==> config.mk <==
export PLATFORM = sky130hd
export DESIGN_NAME = reset_sequencer
export DESIGN_NICKNAME = d
export VERILOG_FILES = /design/src/rtl/reset_pkg.sv /design/src/rtl/req_sync.sv /design/src/rtl/reset_sequencer.sv
export SDC_FILE = /design/constraint.sdc
export NUM_CORES = 1
export LEC_CHECK = 0
export ABC_AREA = 0
export CORE_MARGIN = 2
export CORE_UTILIZATION = 40
export CTS_BUF_LIST = sky130_fd_sc_hd__clkbuf_2 sky130_fd_sc_hd__clkbuf_4 sky130_fd_sc_hd__clkbuf_8
export DETAILED_ROUTE_END_ITERATION = 8
export DONT_BUFFER_PORTS = 1
export PLACE_DENSITY = 0.5
export SLEW_MARGIN = 10
export SYNTH_ARGS = -nofsm -noshare
export SYNTH_HDL_FRONTEND = slang
export SYNTH_SLANG_ARGS = --single-unit
==> constraint.sdc <==
create_clock -name i_aclk -period 4.2 [get_ports i_aclk]
set_input_delay 0.63 -clock i_aclk [delete_from_list [all_inputs] [get_ports i_aclk]]
set_output_delay 0.63 -clock i_aclk [all_outputs]
set_load 0.01 [all_outputs]
==> src/rtl/reset_pkg.sv <==
// Shared types and constants for the subsystem reset sequencer.
package reset_pkg;

  typedef enum logic [1:0] {
    ASSERT  = 2'd0,
    RELEASE = 2'd1,
    DONE    = 2'd2
  } state_t;

  localparam logic [1:0] CAUSE_POR = 2'd0;
  localparam logic [1:0] CAUSE_SW  = 2'd1;
  localparam logic [1:0] CAUSE_WDT = 2'd2;

  // Counter width large enough to hold the larger of the two reload values.
  function automatic int unsigned cnt_width(input int unsigned pulse, input int unsigned delay);
    int unsigned m;
    m = (pulse > delay) ? pulse : delay;
    return (m < 2) ? 1 : $clog2(m);
  endfunction

endpackage

==> src/rtl/req_sync.sv <==
// Two-flop level synchronizer for asynchronous reset requests.
module req_sync (
  input  logic clk,
  input  logic rst,
  input  logic d,
  output logic q
);

  logic meta;

  always_ff @(posedge clk or posedge rst) begin
    if (rst) begin
      meta <= 1'b0;
      q    <= 1'b0;
    end else begin
      meta <= d;
      q    <= meta;
    end
  end

endmodule

==> src/rtl/reset_sequencer.sv <==
// Merges POR, software and watchdog resets into one event, holds it for a
// minimum pulse, then releases per-domain active-low resets in order.
module reset_sequencer
  import reset_pkg::*;
#(
  parameter int unsigned NUM_STAGES   = 3,
  parameter int unsigned PULSE_CYCLES = 16,
  parameter int unsigned STAGE_DELAY  = 8
) (
  input  logic                  i_aclk,
  input  logic                  i_rst,
  input  logic                  i_sw_rst_req,
  input  logic                  i_wdt_rst_req,
  output logic [NUM_STAGES-1:0] o_stage_rst_n,
  output logic                  o_rst_done,
  output logic [1:0]            o_rst_cause
);

  localparam int unsigned CW = cnt_width(PULSE_CYCLES, STAGE_DELAY);
  localparam logic [CW-1:0] PULSE_LOAD = CW'(PULSE_CYCLES - 1);
  localparam logic [CW-1:0] DELAY_LOAD = CW'(STAGE_DELAY - 1);

  logic sw_sync;
  logic wdt_sync;
  logic req;

  state_t                state;
  state_t                state_next;
  logic [CW-1:0]         cnt;
  logic [CW-1:0]         cnt_next;
  logic [NUM_STAGES-1:0] stage_next;
  logic                  done_next;
  logic [1:0]            cause_next;
  logic                  last_stage;

  req_sync u_sw_sync (
    .clk (i_aclk),
    .rst (i_rst),
    .d   (i_sw_rst_req),
    .q   (sw_sync)
  );

  req_sync u_wdt_sync (
    .clk (i_aclk),
    .rst (i_rst),
    .d   (i_wdt_rst_req),
    .q   (wdt_sync)
  );

  assign req        = sw_sync | wdt_sync;
  assign last_stage = o_stage_rst_n[NUM_STAGES-1];

  // State and registered outputs.
  always_ff @(posedge i_aclk or posedge i_rst) begin
    if (i_rst) begin
      state         <= ASSERT;
      cnt           <= PULSE_LOAD;
      o_stage_rst_n <= '0;
      o_rst_done    <= 1'b0;
      o_rst_cause   <= CAUSE_POR;
    end else begin
      state         <= state_next;
      cnt           <= cnt_next;
      o_stage_rst_n <= stage_next;
      o_rst_done    <= done_next;
      o_rst_cause   <= cause_next;
    end
  end

  // Next-state logic.
  always_comb begin
    state_next = state;
    case (state)
      ASSERT: begin
        if (!req && cnt == '0) state_next = RELEASE;
      end
      RELEASE: begin
        if (req)                           state_next = ASSERT;
        else if (cnt == '0 && last_stage)  state_next = DONE;
      end
      DONE: begin
        if (req) state_next = ASSERT;
      end
      default: state_next = ASSERT;
    endcase
  end

  // Counter and next values for the registered outputs.
  always_comb begin
    cnt_next   = cnt;
    stage_next = o_stage_rst_n;
    done_next  = o_rst_done;
    cause_next = o_rst_cause;
    case (state)
      ASSERT: begin
        stage_next = '0;
        done_next  = 1'b0;
        if (req) begin
          cnt_next = PULSE_LOAD;
        end else if (cnt == '0) begin
          stage_next = NUM_STAGES'(1);
          cnt_next   = DELAY_LOAD;
        end else begin
          cnt_next = cnt - CW'(1);
        end
      end
      RELEASE, DONE: begin
        if (req) begin
          // Entering ASSERT: drop everything and record who asked.
          stage_next = '0;
          done_next  = 1'b0;
          cnt_next   = PULSE_LOAD;
          cause_next = wdt_sync ? CAUSE_WDT : CAUSE_SW;
        end else if (state == RELEASE) begin
          if (cnt == '0) begin
            if (last_stage) begin
              done_next = 1'b1;
            end else begin
              stage_next = NUM_STAGES'({o_stage_rst_n, 1'b1});
              cnt_next   = DELAY_LOAD;
            end
          end else begin
            cnt_next = cnt - CW'(1);
          end
        end
      end
      default: begin
        stage_next = '0;
        done_next  = 1'b0;
        cnt_next   = PULSE_LOAD;
      end
    endcase
  end

endmodule
==> Word-level counts from Yosys, hierarchy flattened <==
Index checks and enable logic that the tools add are counted.
{ "classes": {"n_reduce_logical": 12, "eq_ne": 10, "n_bitwise": 1, "mux": 25, "n_addsub": 1} }
{ "op_table": {"columns": ["op", "count"], "rows": [
  ["4-bit two-way mux", 6],
  ["3-bit != test (second input constant)", 5],
  ["3-bit two-way mux", 4],
  ["2-bit two-way mux", 5],
  ["3-bit AND reduction", 3],
  ["4-bit case mux with 2 select lines", 1],
  ["1-bit two-way mux", 7],
  ["2-bit case mux with 3 select lines", 1],
  ["3-bit case mux with 2 select lines", 1],
  ["2-bit AND reduction", 3],
  ["4-bit zero test", 1],
  ["2-bit != test (second input constant)", 2],
  ["4-bit != test (second input constant)", 1],
  ["4-bit by 1-bit subtractor with 4-bit output (second input constant)", 1],
  ["2-bit by 1-bit == test with 1-bit output (second input constant)", 1],
  ["2-bit == test (second input constant)", 1],
  ["1-bit logical AND", 2],
  ["2-bit zero test", 1],
  ["2-bit OR reduction", 1],
  ["1-bit zero test", 1],
  ["1-bit OR", 1]
]} }
{ "word_totals": {"wordCells": 59, "regBits": 16} }

==> Logic depth before layout (Yosys ltp) <==
Gate-level depths: netlist of run 1.
{ "logic_depth": {"depth_word": 5, "mapped_depth": 7, "ltp_nobuf": 6} }

==> Hierarchy <==
Synthesis of run 1 repeated with hierarchy kept, for this count alone.
{ "unflattened": {"cells_unflattened": 76, "area_unflattened_um2": 814.5} }
{ "modules_own_cells": {"columns": ["module", "instances", "area_each_um2", "cells_each"], "rows": [
  ["reset_sequencer", 1, 706.9, 70],
  ["req_sync", 2, 53.8, 3]
]} }

==> Worst setup path after synthesis of run 1 <==
Ideal clock, no wire load.
{ "synth_timing": {"path_type": "reg2reg", "start": "reg state[0]", "end": "reg cnt[0]", "required_time_ns": 4.123, "path_buffers": 1, "setup_time_ns": 0.077, "synth_period_minus_slack_ns": 1.808, "arrival_ns": 1.731, "stages_incl_launch_ff": 8, "path_slack_ns": 2.392, "cell_sequence": "dfrtp_1 > inv_1 > ha_1 > or3b_1 > buf_2 > a21o_4 > and2_4 > a31oi_1"} }
{ "synth_via": {"elab_chain_cells": 4, "elab_cells_between_ends": 8, "cone_classes": "eq/ne: 4; mux: 1; reduce/logical: 3"} }
{ "synth_lines": {"columns": ["item", "line", "text"], "rows": [
  ["start: declaration", "reset_sequencer.sv:27", "state_t state;"],
  ["start signal: assignment", "reset_sequencer.sv:62", "state <= state_next;"],
  ["2-bit by 1-bit == test with 1-bit output / 2-bit == test (equally long branches)", "reset_sequencer.sv:94, reset_sequencer.sv:114", null],
  ["2-bit OR reduction", "reset_sequencer.sv:94", "case (state)"],
  ["4-bit != test (no line) / 3-bit != test (equally long branches)", null, null],
  ["2-bit AND reduction (no line)", null, null],
  ["end signal: assignment", "reset_sequencer.sv:63", "cnt <= cnt_next;"],
  ["end: declaration", "reset_sequencer.sv:29", "logic [CW-1:0] cnt;"]
]} }
Parallel ways exist; a longest one is shown, timed or not.
A chain may end at the register's enable or synchronous reset.

==> Worst setup path in the final report of run 1 <==
{ "layout_timing": {"start": "reg state[1]", "end": "reg cnt[2]"} }
The elaborated chain is that of the path after synthesis.

==> results of run 1 <==
## sequential cells by signal (all words and copies together), names as in the netlist
register,flops
u_wdt_sync.meta,1
u_sw_sync.q,1
o_stage_rst_n,3
u_wdt_sync.q,1
o_rst_cause,2
cnt,4
o_rst_done,1
state,2
u_sw_sync.meta,1
## through the flow
stage / instance area, um2 / util (%)
after floorplan: 797 / -
after global placement: 826 / 43.0
after detailed placement: 826 / 43.0
after CTS: 856 / 44.5
after global routing: 856 / 44.5
final: 856 / 44.5
## final timing paths
path,from,end,slack (ns),depth (start not counted)
min in group i_aclk,u_wdt_sync.meta$_DFF_PP0_,u_wdt_sync.q$_DFF_PP0_,0.35,0
max in group asynchronous,i_rst,state[1]$_DFFE_PP0P_,3.51,1
worst min-delay path,i_rst,o_stage_rst_n[0]$_DFFE_PP0P_,0.30,1
worst min register to register,u_wdt_sync.meta$_DFF_PP0_,u_wdt_sync.q$_DFF_PP0_,0.35,0
worst max register to register,state[1]$_DFFE_PP0P_,cnt[2]$_DFFE_PP1P_,2.25,6
worst max-delay path,state[1]$_DFFE_PP0P_,cnt[2]$_DFFE_PP1P_,2.25,6
## power by group
group          total, mW  internal (mW)  switching (mW)
sequential         0.183          0.168          0.0148
combinational     0.0286         0.0135          0.0151
clock             0.0893         0.0433          0.0460
## layer usage
layer,track usage [%],up-vias,part of all wire [%]
met1,17.5,262,51
met4,7.14,0,0.88
met2,20.1,9,45
li1,-,268,-
met3,3.09,2,3.0
met5,0,-,0
## layout by cell type, fill, tap and decap left out, types with 2 or more instances in the layout
| master | netlist | final |
|---|---|---|
| nand3b_1 | 2 | 2 |
| o21ai_0 | 3 | 3 |
| inv_1 | 5 | 5 |
| nand2_1 | 2 | 2 |
| clkbuf_4 | 0 | 4 |
| ha_1 | 5 | 5 |
| dfstp_2 | 4 | 4 |
| nor3_1 | 2 | 2 |
| dfrtp_1 | 12 | 12 |
| a21oi_1 | 7 | 7 |
| a31oi_1 | 3 | 3 |
| nand2b_1 | 3 | 3 |
| nor2_1 | 6 | 6 |
## cell type report
class	instances	area [um2]	share of cell area, %
clock buffers	4	30.0	3.51
flip-flops and latches	16	405	47.4
inverters	5	18.8	2.19
multi-input cells	51	368	43.0
well taps	27	33.8	3.95
## cells by family (layout without fill, tap and decap cells)
logic type	after synthesis	count (layout)
multiplexers	1	1
AO/OA/AOI/OAI	21	21
adder cells (fa/ha/maj)	5	5
buffers and inverters	6	9
AND/OR/NAND/NOR	24	24
flip-flops	16	16
## worst register-to-register path, delay by kind of cell, from the launching register on
family                     cells  cell delay (ns)
DFF                            1             0.41
AOI/OAI and AO/OA              2             0.42
adders and majority gates      1             0.35
and+or+nand+nor                2             0.62
buffers and inverters          1             0.09
==> metrics.md, run 1 <==
| Metric | Value |
|---|---|
| Status | finished clean |
| Clk sinks | 16 |
| Place WS | 2.25 ns |
| Global-route wire length before repair | 2420 um |
| Hold Buf Count CTS | 0 |
| GRT Util Overall | 13.3% |
| PwrDens | 352 mW/mm2 |
| Critical path cell sequence | inv_1 > ha_1 > or3b_1 > a21o_4 > and2_4 > a31oi_1 |
| WP buf/inv | 1 |
| Synth area leaders | dfrtp_1 38%, dfstp_2 13%, ha_1 7.8% |
| Largest net degree at the start of global routing | 17 |
| Final Cycle Share | 46.4% |
| Ports | 10 |
| Crit path setup slack, layout | 2.25 ns |
| Post-synth top cells | 12 x dfrtp_1, 7 x a21oi_1, 6 x nor2_1, 5 x ha_1, 5 x inv_1 |
| Mux contribution to synthesized area | 1.41% |
| Ant diodes | 0 |
| Main flop type after synthesis | dfrtp_1 |
| CTS HTree Levels | 1 |
| Initial antenna violation count | 0 |
| Cell row count | 16 |
| Core area | 0.00192 mm2 |
| RSZ-0062 raised after global routing | no |
| DP HPWL | 1020 um |
| Proportion of layout cells with a drive suffix above 1 | 18.4% |
| Post-synth ARST share | 100% |
| Total wire length | 1370 um |
| Syn Area/Cell | 10.9 um2 |
| Relative slew slack | 59.8% |
| Largest family of logic cells by synthesized area | simple AND/OR/NAND/NOR gates |
| Compound-Gate Fraction of Synth Area | 18.2% |
| Post-route DRC violation count | 0 |
| Max stage delay on crit path | 0.46 ns |
| Critical path data arrival time | 2.15 ns |
| CP Class | register to register |
| Synth warn | 0 |
| Post-synth top area share | 37.7% |
| XOR/XNOR share of the synthesized area | 0% |
| Worst Path Required | 4.40 ns |
| GRT overflow | 0 |
| Num CTS Buffers | 3 |
| Tmin final | 1.95 ns |
| Max Cap Viol | 0 |
| CP Capture Type | register |
| CTS clk-pin slew, worst paths | 0.09 ns |
| Synth Cell Area | 797 um2 |
| Final Slew Violations | 0 |
| Critical path's top delay family | simple AND/OR/NAND/NOR gates |
| Most frequent cell after synthesis | dfrtp_1 |
| Root buffer cell | clkbuf_4 |
| Vias in the first global route | 542 |
| # setup viols final | 0 |
| Unique masters post-synth | 31 |
| Antenna Nets Post-Route | 0 |
| Crit path max fanout | 7 |
| EDFF count, synth | 0 |
| Gate Count Post-Synth | 73 |
| Worst slew pin tran | 0.602 ns |
| VDD IR max | 0.000184 V |
| DR vias/cell | 5.25 |
| Layout area overhead | 7.38% |
| Gp weighted congestion | 0.708 |
| # nets final | 86 |
| Startpoint types | register |
| Syn Nets | 82 |
| Post-CTS Setup Bufs | 0 |
| Via count | 541 |
| Worst-Skew Late Latency | 0.28 ns |
| Sequential share of the synthesized area | 50.9% |
| CTS tree | done |
| P_leak | 0.356 nW |
| Initial Utilization | 41.5% |
| Tot Pwr | 301 uW |
| Final hold vios | 0 |
| Fmax | 513 MHz |
| DRT iter0 DRCs | 8 |
| Worst Skew | 0.00484 ns |
| Total negative slack | 0 ns |
| # fillers | 196 |
| Synth Register Bits | 16 |
| Post-synth top area cell | dfrtp_1 |
| DR WL/cell | 13.3 um |
| Non-Filler Instances | 103 |
| Buffers on Ports | 0 |
| Post-cts resize count | 0 |
| Initial DRT Pass Iterations | 4 |
| Die width | 48.6 um |
| Clock Path Buffers | 2 |
| Post-Synth Simple-Gate Area | 18.7% |
| Synth Area in Adders | 7.85% |
| Fin Hold WS | 0.297 ns |
| Die Ht | 48.6 um |
| Die area | 0.00237 mm2 |
| Worst hold path class | primary input to asynchronous set/reset pin |
| Critical path's slowest cell | or3b_1 |
| DP Cell Count | 99 |
Power figures use the tool's default switching activity.
==> run 2: changes to the inputs <==
Clock period 4.2 ns to 1.9 ns, I/O delays scaled along.
==> run 2 against run 1 <==
Compared with the run above: sequential power is 120% higher; largest power group unchanged; clock skew is 0.0016 ns higher; cell count up 5.8%; combinational power increased to 2.6 times the previous value; wire length up 6.4%; worst hold slack better by 0.057 ns; core utilization increased by 2.7 points.
==> metrics.md, run 2 (synthesis results as in run 1) <==
| Metric | Value |
|---|---|
| Status | finished clean |
| DP HPWL | 1070 um (+5.2%) |
| Reg-to-reg endpoint | cnt[0]$_DFFE_PP1P_ |
| Hold Path End | u_wdt_sync.q$_DFF_PP0_ |
| Worst r2r src | state[1]$_DFFE_PP0P_ |
| Most frequent cells in the layout | 12 x dfrtp_1, 7 x a21oi_1, 6 x nor2_1, 5 x inv_1, 5 x ha_1 |
| GRT met1 Usage | 16.9% (-0.60 points) |
| GR peak layer | met2 |
| Antenna Nets Post-Route | 0 (unchanged) |
| Final Slew Violations | 0 (unchanged) |
| Largest net degree at the start of global routing | 17 (unchanged) |
| Total wire length | 1450 um (+6.4%) |
| Initial Utilization | 41.5% (unchanged) |
| Buffers on Ports | 0 (unchanged) |
| Final Cycle Share | 92.9% (+46 points) |
| Initial antenna violation count | 0 (unchanged) |
| Core occupancy in the finished layout | 47.3% (+2.7 points) |
| Final hold vios | 0 (unchanged) |
| Gp weighted congestion | 0.810 (+14%) |
| Die area | 0.00237 mm2 (unchanged) |
| RSZ-0062 raised after global routing | no |
| Die Ht | 48.6 um (unchanged) |
| Worst hold path class | register to register |
| Startpoint types | register |
| Worst-Skew Late Latency | 0.28 ns (about the same) |
| CTS clk-pin slew, worst paths | 0.08 ns (about the same) |
| CTS tree | done |
| Layout area overhead | 14.0% |
| CP Capture Type | register |
| Worst Skew | 0.00646 ns (+0.00162 ns) |
| Worst Hold Depth | 0 |
| Initial DRT Pass Iterations | 4 (unchanged) |
| CTS HTree Levels | 1 (unchanged) |
| # nets final | 92 (+7.0%) |
| Cell row count | 16 (unchanged) |
| Post-cts resize count | 0 (unchanged) |
| Ant diodes | 0 (unchanged) |
| PwrDens | 741 mW/mm2 (+110%) |
| Critical path's top delay family | simple AND/OR/NAND/NOR gates |
| Core area | 0.00192 mm2 (unchanged) |
| DRT iter0 DRCs | 4 (-4) |
| Total negative slack | 0 ns (unchanged) |
| Critical path's slowest cell | dfrtp_1 |
| Num CTS Buffers | 3 (unchanged) |
| Largest register FFs | 4 (unchanged) |
| Ports | 10 (unchanged) |
| GRT overflow | 0 (unchanged) |
| Clock Path Buffers | 2 (unchanged) |
| Via count | 565 (+4.4%) |
| DR vias/cell | 5.18 (-1.3%) |
| Global-route wire length before repair | 2470 um (+2.3%) |
| Fmax | 567 MHz (+10%) |
| Vias in the first global route | 564 (+4.1%) |
| Crit path max fanout | 7 (unchanged) |
| Met3 GRT Util | 3.09% (unchanged) |
| Flop-to-flop setup slack | 0.14 ns (-2.11 ns) |
| Worst slew pin tran | 0.595 ns (-0.00742 ns) |
| WP buf/inv | 1 (unchanged) |
| GRT met2 Usage | 22.1% (+2.1 points) |
| Biggest regs | cnt x4, o_stage_rst_n x3 |
| Clk sinks | 16 (unchanged) |
| Root buffer cell | clkbuf_4 |
| VDD IR max | 0.000435 V (+140%) |
| CP Class | register to register |
| Critical path data arrival time | 1.97 ns (-0.18 ns) |
| Proportion of layout cells with a drive suffix above 1 | 20.7% (+2.3 points) |
| Relative slew slack | 60.3% (+0.50 points) |
| Post-route DRC violation count | 0 (unchanged) |
| Critical path cell sequence | inv_1 > ha_1 > or3b_1 > a21o_4 > and2_4 > a31oi_1 |
| Reg2Reg Depth | 6 (unchanged) |
| P_leak | 0.383 nW (+7.6%) |
| Worst Path Required | 2.10 ns (-2.30 ns) |
| GRT Util Overall | 13.5% (+0.20 points) |
| Hold_sp | u_wdt_sync.meta$_DFF_PP0_ |
| Biggest register | cnt |
| Die width | 48.6 um (unchanged) |
| Tmin final | 1.76 ns (-0.185 ns) |
| DR WL/cell | 13.3 um (+0.51%) |
| # setup viols final | 0 (unchanged) |
| Post-CTS Setup Bufs | 0 (unchanged) |
| Max Cap Viol | 0 (unchanged) |
| Hold Buf Count CTS | 1 (+1) |
| Commonest non-fill, non-tap cell in the layout | dfrtp_1 |
| Tot Pwr | 673 uW (+120%) |
| Max stage delay on crit path | 0.40 ns (-0.06 ns) |
[run 2: changes by cell type in the layout (fill, tap and decap cells not counted)]
cell and delta:
buf_4 +3, dlygate4sd3_1 +3
[run 2: through the flow]
step	setup slack, ns	instance area (um2)	std cells	hold WS, ns
3_3_place_gp	0.169	848	102	0.276
3_5_place_dp	0.144	848	102	0.281
2_1_floorplan	0.0918	797	73	0.196
5_1_grt	0.0650	908	109	0.369
6_report	0.135	908	109	0.354
4_1_cts	0.124	888	107	0.0101
[run 2: cell type report]
type	count	area (um2)
clock buffer	4	30.0
fill	189	1010
inverter	5	18.8
multi-input combinational	51	368
sequential	16	405
tap	27	33.8
timing repair buffer	6	52.6
[run 2: per-layer routing]
| layer | wire length (um) | part of all wire, % | vias up |
|---|---|---|---|
| li1 | - | - | 281 |
| met1 | 718 | 49 | 274 |
| met2 | 682 | 47 | 8 |
| met3 | 40 | 2.8 | 2 |
| met4 | 12 | 0.83 | 0 |
| met5 | 0 | 0 | - |
[run 2: worst max path at each step]
stage | to | cells after the start | slack (ns) | from
2_1_floorplan | cnt[0]$_DFFE_PP1P_ | 7 | 0.09 | state[0]$_DFFE_PP0P_
3_3_place_gp | cnt[0]$_DFFE_PP1P_ | 6 | 0.17 | state[1]$_DFFE_PP0P_
3_5_place_dp | cnt[0]$_DFFE_PP1P_ | 6 | 0.14 | state[1]$_DFFE_PP0P_
4_1_cts | cnt[0]$_DFFE_PP1P_ | 6 | 0.12 | state[1]$_DFFE_PP0P_
5_1_grt | cnt[2]$_DFFE_PP1P_ | 6 | 0.07 | state[0]$_DFFE_PP0P_
6_report | cnt[0]$_DFFE_PP1P_ | 6 | 0.14 | state[1]$_DFFE_PP0P_
[run 2: power by group]
part | leakage [nW] | switching (mW) | total (mW) | internal [mW]
combinational | 0.169 | 0.0360 | 0.0741 | 0.0381
clock | 0.0184 | 0.0992 | 0.195 | 0.0956
sequential | 0.196 | 0.0317 | 0.404 | 0.372
total | 0.383 | 0.167 | 0.673 | 0.506
